===== src/rtl/shift_seq_ctrl.sv =====
// Sequencer for a universal shift register that has no hold mode: the register is
// held by reloading a shadow copy, and each completed command is checked against it.
module shift_seq_ctrl #(
    parameter int unsigned WIDTH = 4,
    parameter int unsigned CNT_W = 3
) (
    input  logic             clk,
    input  logic             clr_n,
    input  logic             cmd_valid,
    output logic             cmd_ready,
    input  logic [1:0]       cmd_op,
    input  logic [WIDTH-1:0] cmd_data,
    input  logic [CNT_W-1:0] cmd_count,
    input  logic             cmd_fill,
    output logic             sr_clr,
    output logic             sr_load,
    output logic             sr_sel,
    output logic             sr_sin,
    output logic [WIDTH-1:0] sr_din,
    input  logic [WIDTH-1:0] sr_q,
    output logic             done,
    output logic [WIDTH-1:0] result,
    output logic             err
);

    typedef enum logic [1:0] {IDLE, EXEC, DONE} state_t;
    typedef enum logic [1:0] {OP_LOAD = 2'b00, OP_SHL = 2'b01, OP_SHR = 2'b10, OP_CLEAR = 2'b11} op_t;

    state_t             state, state_nxt;
    op_t                op, op_nxt;
    logic [WIDTH-1:0]   data, data_nxt;
    logic               fill, fill_nxt;
    logic [CNT_W-1:0]   cnt, cnt_nxt;
    logic [WIDTH-1:0]   shadow, shadow_nxt;
    logic [WIDTH-1:0]   result_nxt;
    logic               err_nxt;
    logic               ready_nxt, clr_nxt, load_nxt, sel_nxt, sin_nxt, done_nxt;
    logic [WIDTH-1:0]   din_nxt;

    // State, latched command fields and output registers; reset keeps the register clearing.
    always_ff @(posedge clk or negedge clr_n) begin
        if (!clr_n) begin
            state     <= IDLE;
            op        <= OP_LOAD;
            data      <= '0;
            fill      <= 1'b0;
            cnt       <= '0;
            shadow    <= '0;
            result    <= '0;
            err       <= 1'b0;
            cmd_ready <= 1'b0;
            sr_clr    <= 1'b1;
            sr_load   <= 1'b0;
            sr_sel    <= 1'b0;
            sr_sin    <= 1'b0;
            sr_din    <= '0;
            done      <= 1'b0;
        end else begin
            state     <= state_nxt;
            op        <= op_nxt;
            data      <= data_nxt;
            fill      <= fill_nxt;
            cnt       <= cnt_nxt;
            shadow    <= shadow_nxt;
            result    <= result_nxt;
            err       <= err_nxt;
            cmd_ready <= ready_nxt;
            sr_clr    <= clr_nxt;
            sr_load   <= load_nxt;
            sr_sel    <= sel_nxt;
            sr_sin    <= sin_nxt;
            sr_din    <= din_nxt;
            done      <= done_nxt;
        end
    end

    // Next state/fields, then Moore outputs decoded from the next state so they land registered.
    always_comb begin
        state_nxt  = state;
        op_nxt     = op;
        data_nxt   = data;
        fill_nxt   = fill;
        cnt_nxt    = cnt;
        shadow_nxt = shadow;
        result_nxt = result;
        err_nxt    = err;
        ready_nxt  = 1'b0;
        clr_nxt    = 1'b0;
        load_nxt   = 1'b0;
        sel_nxt    = 1'b0;
        sin_nxt    = 1'b0;
        din_nxt    = '0;
        done_nxt   = 1'b0;

        case (state)
            IDLE: begin
                if (cmd_valid && cmd_ready) begin
                    op_nxt   = op_t'(cmd_op);
                    data_nxt = cmd_data;
                    fill_nxt = cmd_fill;
                    cnt_nxt  = cmd_count;
                    if ((op_t'(cmd_op) == OP_SHL || op_t'(cmd_op) == OP_SHR) && cmd_count == '0)
                        state_nxt = DONE;
                    else
                        state_nxt = EXEC;
                end
            end
            EXEC: begin
                case (op)
                    OP_LOAD: begin
                        shadow_nxt = data;
                        state_nxt  = DONE;
                    end
                    OP_CLEAR: begin
                        shadow_nxt = '0;
                        state_nxt  = DONE;
                    end
                    OP_SHL, OP_SHR: begin
                        if (op == OP_SHL)
                            shadow_nxt = {shadow[WIDTH-2:0], fill};
                        else
                            shadow_nxt = {fill, shadow[WIDTH-1:1]};
                        // Count never reaches zero here: zero-count shifts bypass EXEC.
                        if (cnt == CNT_W'(1))
                            state_nxt = DONE;
                        else
                            cnt_nxt = cnt - CNT_W'(1);
                    end
                endcase
            end
            DONE: begin
                result_nxt = sr_q;
                err_nxt    = err | (sr_q != shadow);
                state_nxt  = IDLE;
            end
            default: state_nxt = IDLE;
        endcase

        case (state_nxt)
            IDLE: begin
                ready_nxt = 1'b1;
                load_nxt  = 1'b1;
                din_nxt   = shadow_nxt;
            end
            EXEC: begin
                case (op_nxt)
                    OP_LOAD: begin
                        load_nxt = 1'b1;
                        din_nxt  = data_nxt;
                    end
                    OP_CLEAR: clr_nxt = 1'b1;
                    OP_SHL, OP_SHR: begin
                        sel_nxt = (op_nxt == OP_SHL);
                        sin_nxt = fill_nxt;
                    end
                endcase
            end
            DONE: begin
                done_nxt = 1'b1;
                load_nxt = 1'b1;
                din_nxt  = shadow_nxt;
            end
            default: ;
        endcase
    end

endmodule


===== config.mk =====
export PLATFORM = sky130hd
export DESIGN_NAME = shift_seq_ctrl
export DESIGN_NICKNAME = d
export VERILOG_FILES = /design/src/rtl/shift_seq_ctrl.sv
export SDC_FILE = /design/constraint.sdc
export NUM_CORES = 1
export LEC_CHECK = 0
export BUFFER_PORTS_ARGS = -buffer_cell sky130_fd_sc_hd__buf_2
export CAP_MARGIN = 25
export CORE_UTILIZATION = 50
export CTS_BUF_LIST = sky130_fd_sc_hd__clkbuf_4 sky130_fd_sc_hd__clkbuf_8
export CTS_CLUSTER_DIAMETER = 60
export CTS_CLUSTER_SIZE = 24
export DETAILED_ROUTE_END_ITERATION = 6
export PLACE_DENSITY = 0.81
export SYNTH_ARGS = -nofsm -noshare
export SYNTH_HDL_FRONTEND = slang
export SYNTH_SLANG_ARGS = --single-unit

===== constraint.sdc =====
create_clock -name clk -period 1.84 [get_ports clk]
set_input_delay 0.276 -clock clk [delete_from_list [all_inputs] [get_ports clk]]
set_output_delay 0.276 -clock clk [all_outputs]
set_load 0.05 [all_outputs]

---- Word-level counts from Yosys, hierarchy flattened ----
Cells that the tools add are included.
Widths: inputs -> output; s select.
word-level totals
  bits in registers ....................... 31
  bits of input ports ..................... 17
  output and inout port bits .............. 15
  logic and storage cells ................. 78
operators by class
  add/subtract/negate cells ............... 1
  eq/ne operators ......................... 17
  multiplexer cells ....................... 30
  bitwise gates (word level) .............. 1
  reductions and logical operators ........ 14
operator list
  kind                 count
  $mux 4               5
  $eq 2x2->1 const B   7
  $pmux 4 s3           1
  $mux 1               11
  $eq 2x1->1 const B   5
  $mux 2               5
  $mux 3               3
  $logic_not 2->1      4
  $pmux 2 s2           2
  $pmux 4 s2           1
  $reduce_or 2->1      4
  $ne 2x2->1 const B   3
  $pmux 3 s2           1
  $ne 4x4->1           1
  $reduce_and 4->1     1
  $eq 3x1->1 const B   1
  $logic_not 3->1      1
  $sub 3x1->3 const B  1
  $logic_and 1x1->1    2
  $pmux 1 s2           1
  $reduce_bool 2->1    1
  $logic_or 1x1->1     1
  $or 1x1->1           1

---- Logic depth before layout (Yosys ltp) ----
Gate-level depths: netlist of the first run.
  depth in word-level cells ............... 9
  mapped depth ............................ 8
  depth with buffers taken out ............ 6

---- Worst setup path after synthesis of the first run ----
Ideal clock, no wire load.
  path kind ............................... flip-flop to flip-flop
  start point ............................. reg cmd_ready
  end point ............................... reg sr_din[1]
  setup time .............................. 0.125 ns
  arrival time ............................ 1.895 ns
  required time ........................... 1.715 ns
  slack ................................... -0.180 ns
  stages on the path, launching flop included .. 8
  buffers on the path ..................... 2
  clock period less this slack ............ 2.020 ns
  path through ............................ dfrtp_1 -> nor4bb_1 -> buf_4 -> buf_8 -> a21oi_1 -> ha_1 -> and2_0 -> mux2_4
on the way
  longest elaborated chain between the ends .. 6
  elaborated cells between the ends (all ways) .. 14
  those cells by class .................... eq/ne (2); mux (8); reduce/logical (4)
ends and longest elaborated chain
  item                                                        RTL line  RTL
  from (decl)                                                 10        output logic cmd_ready,
  from (signal assigned)                                      67        cmd_ready <= ready_nxt;
  $logic_and 1x1->1 *                                         97        if (cmd_valid && cmd_ready) begin
  $mux 2                                                      97
  $pmux 2 s2 or $mux 2 (tied branches)                        95        case (state)
  $eq 2x2->1, or another cell as far along                    139       case (state_nxt)
  $reduce_or 2->1 (no source line) or $mux 4 (tied branches)  n/a
  $pmux 4 s2 *                                                139
  named net din_nxt[1]                                        38        logic [WIDTH-1:0] din_nxt;
  to (signal assigned)                                        72        sr_din <= din_nxt;
  to (decl)                                                   19        output logic [WIDTH-1:0] sr_din,
Mark *: on every way through the listed nets, which the timed path passes. The rest lies on a longest branch.
A chain may end at the register's enable or synchronous reset.

---- Final worst setup path of the first run ----
  start point ............................. reg state[1]
  end point ............................... reg sr_din[3]
on the way
  elaborated cells between the ends (all ways) .. 16
  those cells by class .................... eq/ne (3); mux (9); reduce/logical (4)
RTL lines
  item                    RTL line  RTL
  from (decl)             29        state_t state, state_nxt;
  from (signal assigned)  59        state <= state_nxt;
  $logic_not 2->1         95
  $mux 4                  95
  named net data_nxt[3]   31        logic [WIDTH-1:0] data, data_nxt;
  $mux 4                  146       case (op_nxt)
  $pmux 4 s2              139
  named net din_nxt[3]    38
The timed path passes the listed nets, and every way through them passes these cells.

==> results of run 1 <==
==> worst max-delay path, delay by kind of cell, from the launching register on <==
kind,cells,cell delay [ps]
mux,2,560
simple gates,2,500
flops,1,420
buf+inv,1,210
==> layer usage <==
metal / global-route usage / vias to the layer above / part of all wire
met5: 0 / - / 0
met1: 0.253 / 536 / 0.40
met2: 0.367 / 50 / 0.51
met4: 0.105 / 0 / 0.023
met3: 0.0645 / 7 / 0.064
li1: - / 529 / -
==> layout make-up <==
| cell class | instances | area (um^2) |
|---|---|---|
| clock buffer | 7 | 58.8 |
| clock inverter | 1 | 5.00 |
| fill | 218 | 915 |
| inverter | 7 | 26.3 |
| multi-input combinational | 85 | 717 |
| sequential | 31 | 778 |
| tap | 31 | 38.8 |
| timing repair buffer | 45 | 267 |
==> synth_stat cells (2+ instances only) <==
master    number
and2_1         2
nor4_1         2
mux2_4         4
nand2_1       11
a21oi_1        3
mux2_2        13
nand2b_1       3
ha_1           7
xor2_1         4
dfrtp_1       30
and2_0         4
o21ai_0        3
nor2_1         9
nor2b_1        3
a22o_1         2
a31oi_1        5
inv_1          7
==> how the worst max path moves through the flow <==
stage,from,end,slack [ps]
floorplan,cmd_ready,sr_din[1],20
global placement,state[0],sr_din[0],70
detailed placement,state[0],sr_din[2],-9
CTS,state[0],sr_din[2],10
global route,cmd_ready,cnt[2],3
finish,state[1],sr_din[3],40
==> stage by stage <==
step	power [mW]	utilization	instances	instance area, um^2	worst slack [ps]
6_report	4.02	0.674	207	1890	39.9
5_1_grt	4.28	0.674	207	1890	2.53
4_1_cts	3.78	0.640	201	1800	12.0
3_5_place_dp	3.30	0.606	189	1700	-9.37
3_3_place_gp	3.19	0.606	189	1700	73.9
2_1_floorplan	2.82	-	127	1500	15.1
==> power by group through the flow <==
stage                     registers (mW)  logic [mW]  clock network (mW)
after floorplan                     1.65        1.17                   0
after global placement              1.18        2.01                   0
after detailed placement            1.21        2.10                   0
after CTS                           1.19        2.14               0.437
after global routing                1.25        2.56               0.466
final                               1.21        2.39               0.424
==> cell usage in the layout, fill, tap and decap left out, drive strengths merged, types with 2 or more instances in the layout <==
master / Yosys / final
inv: 7 / 7
xor2: 4 / 4
mux2: 17 / 17
clkbuf: 1 / 7
buf: 3 / 44
nor2: 9 / 9
nor2b: 3 / 3
and2: 6 / 6
o21ai: 3 / 3
a21oi: 3 / 3
nor4: 2 / 2
ha: 7 / 7
a22o: 2 / 2
nand2: 12 / 12
nand2b: 3 / 3
dfrtp: 30 / 30
a31oi: 6 / 6
==> state kept, by name, indices dropped and copies added, names as in the netlist <==
register and cells:
data 4, result 4, shadow 4, sr_din 4, cnt 3, op 2
state 2, cmd_ready 1, done 1, err 1, fill 1, sr_clr 1
sr_load 1, sr_sel 1, sr_sin 1
==> cell families (layout without fill, tap and decap cells) <==
logic type / Yosys count / after routing / share of synthesized area
AO/OA/AOI/OAI: 18 / 18 / 0.0876
XOR/XNOR: 5 / 5 / 0.0292
adder cells (fa/ha/maj): 7 / 7 / 0.0584
buffers and inverters: 11 / 60 / 0.0384
flip-flops: 31 / 31 / 0.518
multiplexers: 17 / 17 / 0.138
AND/OR/NAND/NOR: 38 / 38 / 0.130
==> timing repair <==
action	4_1_cts	5_1_grt
endpoints found under the hold margin	30	0
hold buffers	1	0
pin swaps	0	3
gates resized for setup	0	18
endpoints found under the setup margin	1	5
buffers inserted	3	5
cloned	0	1
==> impl_metrics.py, run 1 <==
metrics = {
    "outcome": {
        "status": "complete, but fails checks",
        "violations": "design-rule violations",
    },
    "timing": {
        "hold_slack_ps": 190,
        "finClkSkew_ps": 12.3,
        "setup_viol": 0,
        "tns_ps": 0,
        "worst_pin_slew_ps": 657,
        "rsz0062_at_grt": "false",
        "post-route-period-util": 0.978,
        "hold_viol_final": 0,
        "slew_headroom": 0.562,
        "timing.fmax_mhz": 556,
        "period_needed_ps": 1800,
        "slew_viol_final": 0,
    },
    "global_route": {
        "grt_pass1_wl_um": 5170,
        "grt_usage": 0.218,
        "grt_max_degree": 32,
        "antenna_found_initial": 0,
        "grt_pass1_vias": 1154,
        "grt_overflow": 0,
    },
    "die": {
        "row_count": 19,
        "fp.coreArea_um2": 2810,
        "design.die.area_um2": 3220,
        "die_w_um": 56.8,
        "ios": 32,
        "die_h_um": 56.8,
        "floorplan.initialDensity": 0.534,
    },
    "synthesis": {
        "syn-num-nets": 151,
        "synth_area_leader_cell": "dfrtp_1",
        "netlist_instances": 127,
        "ys.warnings.count": 0,
        "synth_area_leaders": "dfrtp_1 (50%), mux2_2 (9.8%), ha_1 (5.8%)",
        "ys_ff_latch": 31,
        "synth_top_area_frac": 0.501,
        "synth_edf_count": 0,
        "ys.flop_type": "dfrtp_1",
        "synth-seq-area-share": 0.518,
        "synth_cell_type_count": 32,
        "avgSynthCellArea_um2": 11.8,
        "syn-cell-area_um2": 1500,
        "ys_async_sr_fraction": 1.00,
    },
    "power": {
        "switching_power_mw": 1.78,
        "ir_drop_mv": 1.06,
        "intPower_mw": 2.24,
        "p_seq_frac": 0.301,
        "comb_power_share": 0.594,
        "p_per_area_nw_per_um2": 2130,
        "switching_share": 0.442,
        "clock_power_share": 0.106,
        "leakage_nw": 0.923,
    },
    "layout": {
        "nNetsFinal": 199,
        "areaGrowthSynthToFinish_pct": 26.1,
        "final_layout_size_suffix_gt1_frac": 0.466,
        "insertedDiodeCount": 0,
    },
    "setup_path": {
        "worstPathMaxFanout": 5,
        "r2r_cells": 5,
        "cpMaxStageDelayCell": "dfrtp_1",
        "rrSetupSlack_ps": 40,
        "cp.arrival_ps": 2020,
        "critPathCaptureType": "flip-flop",
        "r2r-start": "state[1]",
        "worstSetupPathType": "reg -> reg",
        "cp.required_ps": 2060,
        "crit_top_cell": "mux2_4",
        "critPathMaxStageDelay_ps": 420,
        "cp_cell_sequence": "nor4bb_4 > buf_4 > mux2_4 > and2_0 > mux2_4",
        "start_kind": "flip-flop",
        "r2r_end": "sr_din[3]",
    },
    "placed_design": {
        "gp_routability_congestion": 0.793,
        "hpwl_um": 2200,
        "portBuffers": 31,
    },
    "clock_tree": {
        "cts_buffers": 5,
        "clock_latency_ps": 340,
        "cts_max_level": 2,
        "cts_tree": "yes",
        "cts_root_buf": "clkbuf_4",
        "clk_path_buf_depth": 2,
        "clk_pin_slew_ps": 90,
        "clock_sinks": 31,
    },
    "hold_path": {
        "hold_depth": 2,
        "hold_path_startpoint": "cmd_data[0]",
        "min_to": "data[0]",
        "min_path_type": "in -> reg",
    },
    "drt": {
        "drc": 6,
        "routedWlPerCell_um": 15.5,
        "ant_nets": 0,
        "via_per_inst": 5.42,
        "via_count": 1122,
        "dr.pass1.iters": 6,
        "drtIter0Drc": 59,
        "wl_um": 3210,
    },
    "flow_run": {
        "cap_violations": 0,
    },
}
Power figures use the tool's default switching activity.
==> run 2: changes to the inputs <==
==> config.mk (replaced) <==
export PLATFORM = sky130hd
export DESIGN_NAME = shift_seq_ctrl
export DESIGN_NICKNAME = d
export VERILOG_FILES = /design/src/rtl/shift_seq_ctrl.sv
export SDC_FILE = /design/constraint.sdc
export NUM_CORES = 1
export LEC_CHECK = 0
export CAP_MARGIN = 25
export CORE_UTILIZATION = 53
export CTS_BUF_LIST = sky130_fd_sc_hd__clkbuf_4 sky130_fd_sc_hd__clkbuf_8
export CTS_CLUSTER_DIAMETER = 60
export CTS_CLUSTER_SIZE = 24
export DETAILED_ROUTE_END_ITERATION = 6
export DONT_BUFFER_PORTS = 1
export PLACE_DENSITY = 0.75
export SYNTH_ARGS = -nofsm -noshare
export SYNTH_HDL_FRONTEND = slang
export SYNTH_SLANG_ARGS = --single-unit
==> run 2 against run 1 <==
The flow now finishes without violations. Die area shrank 5.5%. Global-route usage shrank 0.43 points. Wire length shrank 13%. Combinational power shrank 27%. Register-to-register slack is essentially flat. Maximum frequency shrank 0.15%. Worst setup slack lost 2.7 ps. Critical path type unchanged. Critical endpoint is now sr_din[1]. Largest power group unchanged.
==> impl_metrics.py, run 2 (synthesis results as in run 1) <==
metrics = {
    "outcome": {
        "status": "finished, final reports clean",
    },
    "hold_path": {
        "hold_path_startpoint": "sr_q[0]",
        "hold_depth": 1,
        "min_path_type": "in -> reg",
        "min_to": "result[0]",
    },
    "layout": {
        "fin_area_um2": 1730,
        "stdcell_count": 175,
        "fillerInstances": 200,
        "layout_commonest_cell": "dfrtp_1",
        "areaGrowthSynthToFinish_pct": 15.7,
        "final_layout_size_suffix_gt1_frac": 0.352,
        "final_core_util": 0.675,
        "insertedDiodeCount": 0,
        "regArea_um2": 778,
        "multiInputGateArea_um2": 714,
        "nNetsFinal": 168,
        "layout_common_cells": "dfrtp_1 (29), buf_4 (12), nand2_1 (11)",
    },
    "power": {
        "clock_power_share": 0.104,
        "p_per_area_nw_per_um2": 2200,
        "comb_power_share": 0.458,
        "switching_share": 0.442,
        "p_seq_frac": 0.438,
        "switching_power_mw": 1.69,
        "leakage_nw": 0.802,
        "fin_total_pwr_mw": 3.82,
        "ir_drop_mv": 1.59,
        "intPower_mw": 2.13,
    },
    "timing": {
        "hold_slack_ps": 85.4,
        "timing.fmax_mhz": 555,
        "period_needed_ps": 1800,
        "post-route-period-util": 0.980,
        "setup_viol": 0,
        "slew_headroom": 0.684,
        "finClkSkew_ps": 9.82,
        "worst_pin_slew_ps": 474,
        "setup_ws_ps": 37.3,
        "hold_viol_final": 0,
        "slew_viol_final": 0,
        "tns_ps": 0,
    },
    "drt": {
        "routedWlPerCell_um": 16.0,
        "wl_um": 2800,
        "dr.pass1.iters": 4,
        "drc": 0,
        "ant_nets": 0,
        "via_count": 959,
        "via_per_inst": 5.48,
        "drtIter0Drc": 16,
    },
    "die": {
        "design.die.area_um2": 3040,
        "fp.coreArea_um2": 2570,
        "die_h_um": 55.2,
        "ios": 32,
        "row_count": 18,
        "die_w_um": 55.2,
        "floorplan.initialDensity": 0.584,
    },
    "setup_path": {
        "r2r_end": "sr_din[1]",
        "worstSetupPathType": "reg -> reg",
        "rrSetupSlack_ps": 40,
        "cp.required_ps": 2060,
        "critPathCaptureType": "flip-flop",
        "r2r-start": "state[1]",
        "start_kind": "flip-flop",
        "cp.arrival_ps": 2030,
        "r2r_cells": 5,
        "worstPathMaxFanout": 5,
    },
    "global_route": {
        "grt_pass1_wl_um": 4320,
        "grt_pass1_vias": 990,
        "use_met2": 0.337,
        "grt_max_degree": 32,
        "grt_overflow": 0,
        "grt_usage": 0.214,
        "grtUsageMet1": 0.255,
        "antenna_found_initial": 0,
        "met3_usage": 0.0984,
        "grt.busiest_layer": "met2",
    },
    "placed_design": {
        "detailedPlace.worstSlack_ps": 52.3,
        "place_inst": 159,
        "portBuffers": 0,
        "post_dp_cell_area_um2": 1560,
        "hpwl_um": 2000,
        "gp_routability_congestion": 0.797,
    },
    "clock_tree": {
        "clk_pin_slew_ps": 90,
        "clock_sinks": 31,
        "clock_latency_ps": 330,
        "cts_tree": "yes",
        "cts_max_level": 2,
        "cts_buffers": 5,
        "cts_root_buf": "clkbuf_4",
        "clk_path_buf_depth": 2,
    },
    "flow_run": {
        "cap_violations": 0,
    },
}
==> run 2: what timing repair did <==
item                                    4_1_cts  5_1_grt
resized for setup                             0       17
setup buffers                                 0        5
hold buffers                                  2        0
endpoints found under the setup margin        0        4
hold endpoints to repair                     31        0
==> run 2: how the worst max path moves through the flow <==
stage | from | end | cells after the start
finish | state[1] | sr_din[1] | 5
global route | state[1] | sr_din[3] | 5
CTS | state[0] | sr_din[1] | 5
detailed placement | state[0] | sr_din[1] | 5
global placement | state[0] | sr_din[0] | 5
floorplan | cmd_ready | sr_din[1] | 7
==> run 2: worst max-delay path: stages, from the launching register on <==
cell	delay [ps]
dfrtp_1	430
nor4bb_4	340
buf_4	210
mux2_4	310
and2_4	150
mux2_4	250
==> run 2: area by class of cell <==
| cell class | instances | area share |
|---|---|---|
| Clock inverter | 1 | 0.00289 |
| Sequential cell | 31 | 0.449 |
| Clock buffer | 7 | 0.0303 |
| Tap cell | 30 | 0.0216 |
| Inverter | 7 | 0.0152 |
| Timing Repair Buffer | 14 | 0.0693 |
| Multi-Input combinational cell | 85 | 0.412 |
==> run 2: metal layers <==
layer  part of all wire  vias up
met2               0.48       28
met1               0.43      459
li1                   -      467
met5                  0        -
met4              0.016        0
met3              0.077        5
==> run 2: power groups by stage <==
stage                     sequential (mW)  clock (mW)  combinational [mW]
after floorplan                      1.65           0                1.17
after global placement               1.66           0                1.43
after detailed placement             1.68           0                1.48
after CTS                            1.66       0.414                1.51
after global routing                 1.73       0.443                1.96
final                                1.67       0.398                1.75
